<file path="config.mk">
export PLATFORM = sky130hd
export DESIGN_NAME = mem_arbiter_flat
export DESIGN_NICKNAME = d
export VERILOG_FILES = /design/src/rtl/mem_arbiter_if.sv /design/src/rtl/mem_arbiter.sv /design/src/flat_wrapper.sv
export SDC_FILE = /design/constraint.sdc
export NUM_CORES = 1
export LEC_CHECK = 0
export CAP_MARGIN = 5
export CORE_MARGIN = 2
export CORE_UTILIZATION = 34
export DETAILED_ROUTE_END_ITERATION = 7
export PLACE_DENSITY = 0.92
export REMOVE_ABC_BUFFERS = 1
export SLEW_MARGIN = 20
export SYNTH_ARGS = -nofsm -noshare
export SYNTH_HDL_FRONTEND = slang
export SYNTH_SLANG_ARGS = --single-unit
</file>
<file path="constraint.sdc">
create_clock -name CLK -period 2.45 [get_ports CLK]
set_input_delay 0.3675 -clock CLK [delete_from_list [all_inputs] [get_ports CLK]]
set_output_delay 0.3675 -clock CLK [all_outputs]
set_load 0.01 [all_outputs]
</file>
<file path="src/rtl/mem_arbiter_if.sv">
// Cache/memory bus bundle for mem_arbiter: icache and dcache request ports,
// halt handshake and the single shared RAM port.
interface mem_arbiter_if #(
    parameter int ADDR_W = 32,
    parameter int DATA_W = 32
);
    logic              imemREN;
    logic [ADDR_W-1:0] imemaddr;
    logic              ihit;
    logic [DATA_W-1:0] imemload;

    logic              dmemREN;
    logic              dmemWEN;
    logic [ADDR_W-1:0] dmemaddr;
    logic [DATA_W-1:0] dmemstore;
    logic              dhit;
    logic [DATA_W-1:0] dmemload;

    logic              halt;
    logic              halted;

    logic              ramREN;
    logic              ramWEN;
    logic [ADDR_W-1:0] ramaddr;
    logic [DATA_W-1:0] ramstore;
    logic [DATA_W-1:0] ramload;
    logic              ram_ready;

    // arbiter side
    modport slave (
        input  imemREN, imemaddr, dmemREN, dmemWEN, dmemaddr, dmemstore,
               halt, ramload, ram_ready,
        output ihit, imemload, dhit, dmemload, halted,
               ramREN, ramWEN, ramaddr, ramstore
    );

    // cache / memory side
    modport master (
        output imemREN, imemaddr, dmemREN, dmemWEN, dmemaddr, dmemstore,
               halt, ramload, ram_ready,
        input  ihit, imemload, dhit, dmemload, halted,
               ramREN, ramWEN, ramaddr, ramstore
    );
endinterface

</file>
<file path="src/rtl/mem_arbiter.sv">
// Two-port (icache/dcache) arbiter onto a single variable-latency RAM port,
// data-first with bounded instruction starvation and a sticky halt.
//
// state  | meaning
// IDLE   | no access in flight; grant decision made here
// IACC   | instruction read outstanding on the RAM port
// DACC   | data read or write outstanding on the RAM port
// HALTED | closed to all requests until reset
module mem_arbiter #(
    parameter int ADDR_W     = 32,
    parameter int DATA_W     = 32,
    parameter int STARVE_MAX = 4
) (
    input logic          CLK,
    input logic          rst,
    mem_arbiter_if.slave bus
);
    localparam int SW = $clog2(STARVE_MAX + 1);
    localparam logic [SW-1:0] STREAK_CAP = SW'(STARVE_MAX);

    typedef enum logic [1:0] {
        IDLE,
        IACC,
        DACC,
        HALTED
    } state_t;

    state_t            state;
    logic [SW-1:0]     streak;
    logic              halted_q;
    logic              ram_ren_q;
    logic              ram_wen_q;
    logic [ADDR_W-1:0] ram_addr_q;
    logic [DATA_W-1:0] ram_store_q;

    logic data_req;
    logic inst_turn;

    assign data_req  = bus.dmemREN | bus.dmemWEN;
    // instruction overrides data only once the streak has saturated, and never under halt
    assign inst_turn = bus.imemREN & ~bus.halt & (streak == STREAK_CAP);

    always_ff @(posedge CLK) begin
        if (rst) begin
            state       <= IDLE;
            streak      <= '0;
            halted_q    <= 1'b0;
            ram_ren_q   <= 1'b0;
            ram_wen_q   <= 1'b0;
            ram_addr_q  <= '0;
            ram_store_q <= '0;
        end else begin
            case (state)
                IDLE: begin
                    if (data_req && !inst_turn) begin
                        state       <= DACC;
                        ram_wen_q   <= bus.dmemWEN;
                        ram_ren_q   <= ~bus.dmemWEN;
                        ram_addr_q  <= bus.dmemaddr;
                        ram_store_q <= bus.dmemstore;
                        if (!bus.imemREN)
                            streak <= '0;
                        else if (streak != STREAK_CAP)
                            streak <= streak + SW'(1);
                    end else if (bus.imemREN && !bus.halt) begin
                        state      <= IACC;
                        ram_ren_q  <= 1'b1;
                        ram_addr_q <= bus.imemaddr;
                        streak     <= '0;
                    end else if (bus.halt) begin
                        state    <= HALTED;
                        halted_q <= 1'b1;
                    end
                end
                IACC, DACC: begin
                    if (bus.ram_ready) begin
                        state     <= IDLE;
                        ram_ren_q <= 1'b0;
                        ram_wen_q <= 1'b0;
                    end
                end
                default: ;
            endcase
        end
    end

    // hits complete in the ram_ready cycle so the cache can drop its request before the next IDLE
    assign bus.ihit     = ~rst & (state == IACC) & bus.ram_ready;
    assign bus.dhit     = ~rst & (state == DACC) & bus.ram_ready;
    assign bus.imemload = bus.ihit ? bus.ramload : '0;
    assign bus.dmemload = (bus.dhit && !ram_wen_q) ? bus.ramload : '0;

    assign bus.halted   = halted_q;
    assign bus.ramREN   = ram_ren_q;
    assign bus.ramWEN   = ram_wen_q;
    assign bus.ramaddr  = ram_addr_q;
    assign bus.ramstore = ram_store_q;
endmodule

</file>
<file path="src/flat_wrapper.sv">
// flat-port wrapper written by rule: the top's interface ports become plain ports
module mem_arbiter_flat 
#(
    parameter int ADDR_W     = 32,
    parameter int DATA_W     = 32,
    parameter int STARVE_MAX = 4
)
  (CLK, rst, bus_imemREN, bus_imemaddr, bus_dmemREN, bus_dmemWEN, bus_dmemaddr, bus_dmemstore, bus_halt, bus_ramload, bus_ram_ready, bus_ihit, bus_imemload, bus_dhit, bus_dmemload, bus_halted, bus_ramREN, bus_ramWEN, bus_ramaddr, bus_ramstore);
  mem_arbiter_if #(.ADDR_W(ADDR_W), .DATA_W(DATA_W)) bus_i ();
  input logic CLK;
  input logic rst;
  input wire logic [$bits(bus_i.imemREN)-1:0] bus_imemREN;
  input wire logic [$bits(bus_i.imemaddr)-1:0] bus_imemaddr;
  input wire logic [$bits(bus_i.dmemREN)-1:0] bus_dmemREN;
  input wire logic [$bits(bus_i.dmemWEN)-1:0] bus_dmemWEN;
  input wire logic [$bits(bus_i.dmemaddr)-1:0] bus_dmemaddr;
  input wire logic [$bits(bus_i.dmemstore)-1:0] bus_dmemstore;
  input wire logic [$bits(bus_i.halt)-1:0] bus_halt;
  input wire logic [$bits(bus_i.ramload)-1:0] bus_ramload;
  input wire logic [$bits(bus_i.ram_ready)-1:0] bus_ram_ready;
  output wire logic [$bits(bus_i.ihit)-1:0] bus_ihit;
  output wire logic [$bits(bus_i.imemload)-1:0] bus_imemload;
  output wire logic [$bits(bus_i.dhit)-1:0] bus_dhit;
  output wire logic [$bits(bus_i.dmemload)-1:0] bus_dmemload;
  output wire logic [$bits(bus_i.halted)-1:0] bus_halted;
  output wire logic [$bits(bus_i.ramREN)-1:0] bus_ramREN;
  output wire logic [$bits(bus_i.ramWEN)-1:0] bus_ramWEN;
  output wire logic [$bits(bus_i.ramaddr)-1:0] bus_ramaddr;
  output wire logic [$bits(bus_i.ramstore)-1:0] bus_ramstore;
  assign bus_i.imemREN = bus_imemREN;
  assign bus_i.imemaddr = bus_imemaddr;
  assign bus_i.dmemREN = bus_dmemREN;
  assign bus_i.dmemWEN = bus_dmemWEN;
  assign bus_i.dmemaddr = bus_dmemaddr;
  assign bus_i.dmemstore = bus_dmemstore;
  assign bus_i.halt = bus_halt;
  assign bus_i.ramload = bus_ramload;
  assign bus_i.ram_ready = bus_ram_ready;
  assign bus_ihit = bus_i.ihit;
  assign bus_imemload = bus_i.imemload;
  assign bus_dhit = bus_i.dhit;
  assign bus_dmemload = bus_i.dmemload;
  assign bus_halted = bus_i.halted;
  assign bus_ramREN = bus_i.ramREN;
  assign bus_ramWEN = bus_i.ramWEN;
  assign bus_ramaddr = bus_i.ramaddr;
  assign bus_ramstore = bus_i.ramstore;
  mem_arbiter #(.ADDR_W(ADDR_W), .DATA_W(DATA_W), .STARVE_MAX(STARVE_MAX)) u_core (.CLK(CLK), .rst(rst), .bus(bus_i));
endmodule
</file>
==> results.toml, run 1 <==
[synthesis]
ys.flop_type = "dfxtp_1"
synth_area_mm2 = 0.00345
yosys-top-cells-count = "nand2_1, dfxtp_1, and2_1"
synth-compound-area-share_pct = 16.0
synth-xor-area-share_pct = 0
synth.largest_area_cell = "dfxtp_1"
netlist_top_cells_area = "dfxtp_1, nand2_1, and2_1"
muxShareOfSynthArea_pct = 0.580
synth_top_family_by_area = "simple AND/OR/NAND/NOR gates"
ys_seq_area_share_pct = 41.8
postSynth.asyncResetShare_pct = 0
synth_area_per_cell_um2 = 7.56
ys_types = 34
ys.warnings.count = 0
synthAdderAreaFrac_pct = 2.18
yosysMostFrequentCell = "nand2_1"
synth-simple-area-share_pct = 34.4
synth-seq-cells = 72
postSynthCellCount = 456
synth-edff-count = 0
synth_top_area_share_pct = 41.8

[route]
first_iter_violations = 176
num_vias = 4092
finalWirelength_um = 12900
detail-route-antenna-nets = 0
wl_per_cell_um = 15.1
drc_errors = 0
dr.pass1.iters = 4
vias_per_cell = 4.80

[setup_path]
crit_arrival_ns = 2.04
worstPathMaxFanout = 16
r2r-end = "u_core.state[1]$_SDFFE_PP0P_"
regToRegSetupSlack_ns = 0.55
crit_path_start_kind = "input port"
worstSetupEndpointType = "output port"
timing.rr.start = "u_core.state[0]$_SDFFE_PP0P_"
rr_worst_depth = 6
crit_required_ns = 2.08
path_class = "in2out"

[sta]
slew_headroom_pct = 55.4
worst_slew_pin_slew_ns = 0.669
hold_violations = 0
holdWs_ns = 0.338
setup_viol = 0
period_needed_ns = 2.41
skew_ns = 0.0117
slew_violations = 0
fin_crit_sh_pct = 98.3
timing.fmax_ghz = 0.415

[grt]
grt_usage_pct = 22.3
gr-total-overflow = 0
grt_pass1_vias = 4034
grt_max_degree = 70
antenna_found_initial = 0
grt_pass1_wl_um = 20000

[min_path]
min_delay_worst_endpoint = "u_core.state[1]$_SDFFE_PP0P_"
hold_depth = 2
min_from = "rst"
hp-class = "in2reg"

[pwr]
intPower_uw = 2630
vdd_drop_max_uv = 346
p_seq_share_pct = 38.0
p_comb_share_pct = 38.2
power.density_mw_per_mm2 = 597
leakage_uw = 0.00278
pwr-share-clk_pct = 23.8
switchingPower_uw = 1250
p_sw_share_pct = 32.2

[finish]
nFillCells = 804
drive_gt1_share_pct = 5.42
final_cell_area_mm2 = 0.00650
final_net_count = 856
area_growth_pct = 88.4
num_antenna_cells = 0

[place]
dp_hpwl_um = 9850
globalplace.congestion = 0.874
portBuffers = 267
placed_area_mm2 = 0.00625

[job]
cap_viol_max_count = 0

[floorplan]
die_h_um = 105
core_area_mm2 = 0.00982
start_util_pct = 35.1
ioPinCount = 268
dieArea_mm2 = 0.0110
fp.dieW_um = 105
row_count = 36

[status]
status = "finished, final reports clean"

[clock_network]
cts_tree = "done"
numCtsBuffers = 9
clock_sinks = 72
cts_hold_buf = 0
clkTransAtPathRegs_ns = 0.07
clock_path_buffers = 2
cts_max_level = 3
clk_latency_ns = 0.33
clockRootBuffer = "clkbuf_8"
sequential cells by signal, summed over array words and instances, names as in the netlist:
register	count
u_core.bus.halted	1
u_core.streak	3
u_core.bus.ramREN	1
u_core.bus.ramaddr	32
u_core.bus.ramstore	32
u_core.bus.ramWEN	1
u_core.state	2
how the worst max path moves through the flow:
stage | from | end | slack [ns]
2_1_floorplan | u_core.state[0]$_SDFFE_PP0P_ | u_core.streak[0]$_SDFFE_PP0P_ | -0.11
4_1_cts | u_core.state[0]$_SDFFE_PP0P_ | bus_dmemload[9] | 0.02
6_report | bus_ram_ready | bus_imemload[18] | 0.04
5_1_grt | bus_ram_ready | bus_imemload[18] | -0.006
3_5_place_dp | bus_ram_ready | bus_dmemload[12] | -0.02
3_3_place_gp | bus_ram_ready | bus_dmemload[10] | 0.03
metrics by stage:
| step | setup slack [ns] | instances | setup TNS [ns] | power [µW] | utilization, % |
|---|---|---|---|---|---|
| after floorplan | -0.107 | 421 | -0.253 | 2100 | - |
| after CTS | 0.0248 | 851 | 0 | 3920 | 65.7 |
| after detailed placement | -0.0166 | 832 | -0.170 | 2980 | 63.7 |
| after global routing | -0.00570 | 853 | -0.0104 | 4110 | 66.2 |
| final | 0.0415 | 853 | 0 | 3880 | 66.2 |
| after global placement | 0.0258 | 832 | 0 | 2920 | 63.7 |
power groups by stage:
stage	sequential, µW	combinational, µW	clock, µW
after floorplan	1580	523	0
after global placement	1490	1430	0
after detailed placement	1500	1480	0
after CTS	1480	1480	957
after global routing	1500	1600	1010
final	1480	1480	922
final cells by class:
| type | count | area, µm² | share of cell area (%) |
|---|---|---|---|
| Clock buffer | 9 | 124 | 1.91 |
| Clock inverter | 7 | 72.6 | 1.12 |
| Inverter | 5 | 18.8 | 0.289 |
| Multi-Input combinational cell | 344 | 1850 | 28.5 |
| Sequential cell | 72 | 1440 | 22.2 |
| Tap cell | 133 | 166 | 2.56 |
| Timing Repair Buffer | 283 | 2820 | 43.4 |
placed cells by master, fill, tap and decap left out, types with 3 or more instances in the layout:
| cell | instances |
|---|---|
| a21oi_1 | 38 |
| a311oi_1 | 33 |
| and2_1 | 64 |
| buf_12 | 3 |
| buf_4 | 11 |
| clkbuf_8 | 9 |
| clkdlybuf4s50_1 | 232 |
| dfxtp_1 | 70 |
| dlygate4sd2_1 | 29 |
| dlymetal6s2s_1 | 5 |
| ha_1 | 6 |
| inv_1 | 5 |
| nand2_1 | 133 |
| nand2b_1 | 4 |
| nor2_1 | 38 |
critical path, stage by stage:
cell             delay, ns
clkdlybuf4s50_1       0.48
buf_4                 0.11
and3b_2               0.24
clkbuf_16             0.18
and2_1                0.12
clkdlybuf4s50_1       0.54
metal layers:
metal / global-route usage, % / wire length, µm / vias to the layer above
met5: 0 / 0 / -
met4: 7.33 / 254 / 0
met3: 5.68 / 883 / 25
met2: 39.9 / 6490 / 163
met1: 25.9 / 5270 / 1872
li1: - / - / 2032
timing repair:
item,in CTS,in global routing
gates cloned,1,1
setup buffers,2,1
gates resized for setup,35,7
endpoints found under the setup margin,31,22
cells by family after synthesis:
| group | Yosys count |
|---|---|
| DFF | 72 |
| muxes | 2 |
| AOI/OAI and AO/OA | 80 |
| buffers and inverters | 40 |
| adders and majority gates | 6 |
| and+or+nand+nor | 256 |
No activity file was read; power rests on OpenSTA's default activity.
==> run 2: changes to the inputs <==
--- a/config.mk
+++ b/config.mk
@@ -6,11 +6,12 @@
 export NUM_CORES = 1
 export LEC_CHECK = 0
 export CAP_MARGIN = 5
+export CORE_ASPECT_RATIO = 0.6
 export CORE_MARGIN = 2
 export CORE_UTILIZATION = 34
 export DETAILED_ROUTE_END_ITERATION = 7
+export GPL_ROUTABILITY_DRIVEN = 0
 export PLACE_DENSITY = 0.92
-export REMOVE_ABC_BUFFERS = 1
 export SLEW_MARGIN = 20
 export SYNTH_ARGS = -nofsm -noshare
 export SYNTH_HDL_FRONTEND = slang
==> run 2 against run 1 <==
The flow now finishes with violations (negative setup slack). Sequential share of layout area fell by 0.72 points. Sequential power barely moved. Sequential cell count did not move. Cell count rose by 0.23%. Hold slack improved by 0.11 ns. Count of clock-buffer cells in the layout rose by 2. First-iteration DRC count fell by 59%. Clock power rose by 88%. Combinational power barely moved. Wire length rose by 0.95%. Critical path type unchanged. Critical endpoint is now bus_imemload[5]. Largest cell class unchanged. Largest power group is now clock. Highest routed layer unchanged.
==> results.toml, run 2 (synthesis results as in run 1) <==
[setup_path]
critPathMaxStageDelay_ns = 0.58
critPathTopFamily = "buffers and inverters"
slowest_stage = "clkdlybuf4s50_1"
crit_arrival_ns = 2.10
path_class = "in2out"
crit_chain = "clkdlybuf4s50_1 > buf_4 > and3b_2 > clkbuf_16 > and2_1 > clkdlybuf4s50_1"
rr_worst_depth = 6
crit_path_start_kind = "input port"
worstSetupEndpointType = "output port"
timing.rr.start = "u_core.state[0]$_SDFFE_PP0P_"
crit_path_frequent_cell = "clkdlybuf4s50_1"
worstPathMaxFanout = 16
crit_required_ns = 2.08
r2r-end = "u_core.state[1]$_SDFFE_PP0P_"
crit_buf_inv = 4
regToRegSetupSlack_ns = 0.45
cp-startpoint = "bus_ram_ready"

[route]
dr.pass1.iters = 4
wl_per_cell_um = 15.2
vias_per_cell = 4.80
first_iter_violations = 73
finalWirelength_um = 13000
drc_errors = 0
detail-route-antenna-nets = 0
num_vias = 4102

[clock_network]
clockRootBuffer = "clkbuf_16"
cts_tree = "done"
clk_latency_ns = 0.33
cts_hold_buf = 0
clock_sinks = 72
clock_path_buffers = 2
numCtsBuffers = 9
clkTransAtPathRegs_ns = 0.06
cts_max_level = 3

[sta]
slew_violations = 0
timing.fmax_ghz = 0.405
skew_ns = 0.00651
setup_viol = 1
hold_violations = 0
slew_headroom_pct = 49.5
finalSetupTns_ns = -0.0193
fin_crit_sh_pct = 101
period_needed_ns = 2.47
timing.final.ws_setup_ns = -0.0193
worst_slew_pin_slew_ns = 0.758

[pwr]
p_sw_share_pct = 27.2
intPower_uw = 3420
power.density_mw_per_mm2 = 699
leakage_uw = 0.00292
p_comb_share_pct = 31.5
switchingPower_uw = 1280
p_seq_share_pct = 31.7
vdd_drop_max_uv = 524
pwr-share-clk_pct = 36.9

[grt]
grtUsageMet2_pct = 43.3
grt_usage_pct = 22.4
met3_usage_pct = 8.46
grt_max_degree = 75
gr-total-overflow = 0
grt.met1_usage_pct = 21.6
grt-busiest-layer = "met2"
grt_pass1_wl_um = 19400
antenna_found_initial = 0
grt_pass1_vias = 4010

[min_path]
min_delay_worst_endpoint = "u_core.bus.ramstore[8]$_SDFFE_PP0P_"
hp-class = "reg2reg"
hold_depth = 2
min_from = "u_core.bus.ramstore[8]$_SDFFE_PP0P_"

[finish]
final_cells = 855
area_growth_pct = 94.7
final_net_count = 856
layout_common_cells = "clkdlybuf4s50_1, nand2_1, dfxtp_1, and2_1"
drive_gt1_share_pct = 5.42
num_antenna_cells = 0
final_common_cell = "clkdlybuf4s50_1"

[status]
violations = "negative setup slack"
status = "finished, violations left"

[floorplan]
core_area_mm2 = 0.00988
fp.dieW_um = 134
start_util_pct = 34.9
die_h_um = 82.0
row_count = 28
dieArea_mm2 = 0.0110
ioPinCount = 268

[synthesis]
syn_nets = 597

[place]
dp_hpwl_um = 9730
portBuffers = 267
dp_cells = 833

[job]
cap_viol_max_count = 0
-- run 2: cell types whose count changed in the layout (fill, tap and decap cells not counted), moves of 2 or more --
| cell | change |
|---|---|
| bufinv_16 | +4 |
| clkinvlp_4 | -2 |
| clkinv_4 | -2 |
| clkdlybuf4s50_1 | -2 |
| clkinv_2 | -2 |
| clkbuf_16 | +9 |
| dlymetal6s2s_1 | +2 |
| clkbuf_8 | -7 |
-- run 2: worst max-delay path by stage --
stage                                         endpoint  slack, ns  cells past startpoint
final                                  bus_imemload[5]      -0.02                      6
after global routing                   bus_imemload[5]      -0.06                      6
after CTS                              bus_dmemload[4]      0.001                      7
after detailed placement              bus_dmemload[11]      -0.04                      6
after global placement                bus_dmemload[29]       0.02                      6
after floorplan           u_core.state[1]$_SDFFE_PP0P_       0.67                      6
-- run 2: power groups by stage --
stage	logic [µW]	clock network, µW	registers (µW)
final	1480	1730	1490
after floorplan	585	0	1580
after CTS	1480	1760	1490
after global routing	1600	1820	1510
after global placement	1420	0	1490
after detailed placement	1470	0	1500
-- run 2: through the flow --
step                power [µW]  area, µm²  setup slack (ns)  util, %  hold WS, ns
floorplan                 2160       3450             0.671        -        0.432
global placement          2910       6250            0.0214     63.3        0.442
detailed placement        2970       6250           -0.0378     63.3        0.447
CTS                       4730       6660           0.00108     67.4        0.453
global route              4930       6720           -0.0576     68.0        0.464
finish                    4690       6720           -0.0193     68.0        0.452
-- run 2: repair_timing --
item                                    in CTS  in global routing
buffers inserted                             3                  1
pin swaps                                    0                  1
resized for setup                           34                 10
cloned                                       1                  1
endpoints found under the setup margin      32                 29
-- run 2: worst min-delay path: cells and delay by family (launching register included) --
kind | cells | cell delay, ns
simple gates | 1 | 0.05
flops | 1 | 0.30
compound gates | 1 | 0.05
-- run 2: cell type report --
class                      instances  area (µm²)
tap                              135         169
timing repair buffer             283        2830
multi-input combinational        344        1850
clock inverter                     5         150
clock buffer                      11         253
sequential                        72        1440
inverter                           5        18.8
fill                             785        3160
-- run 2: routing by layer --
layer,up-vias,wire length [µm]
met5,-,0
met4,0,471
met3,33,1120
met2,170,6790
met1,1864,4640
li1,2035,-
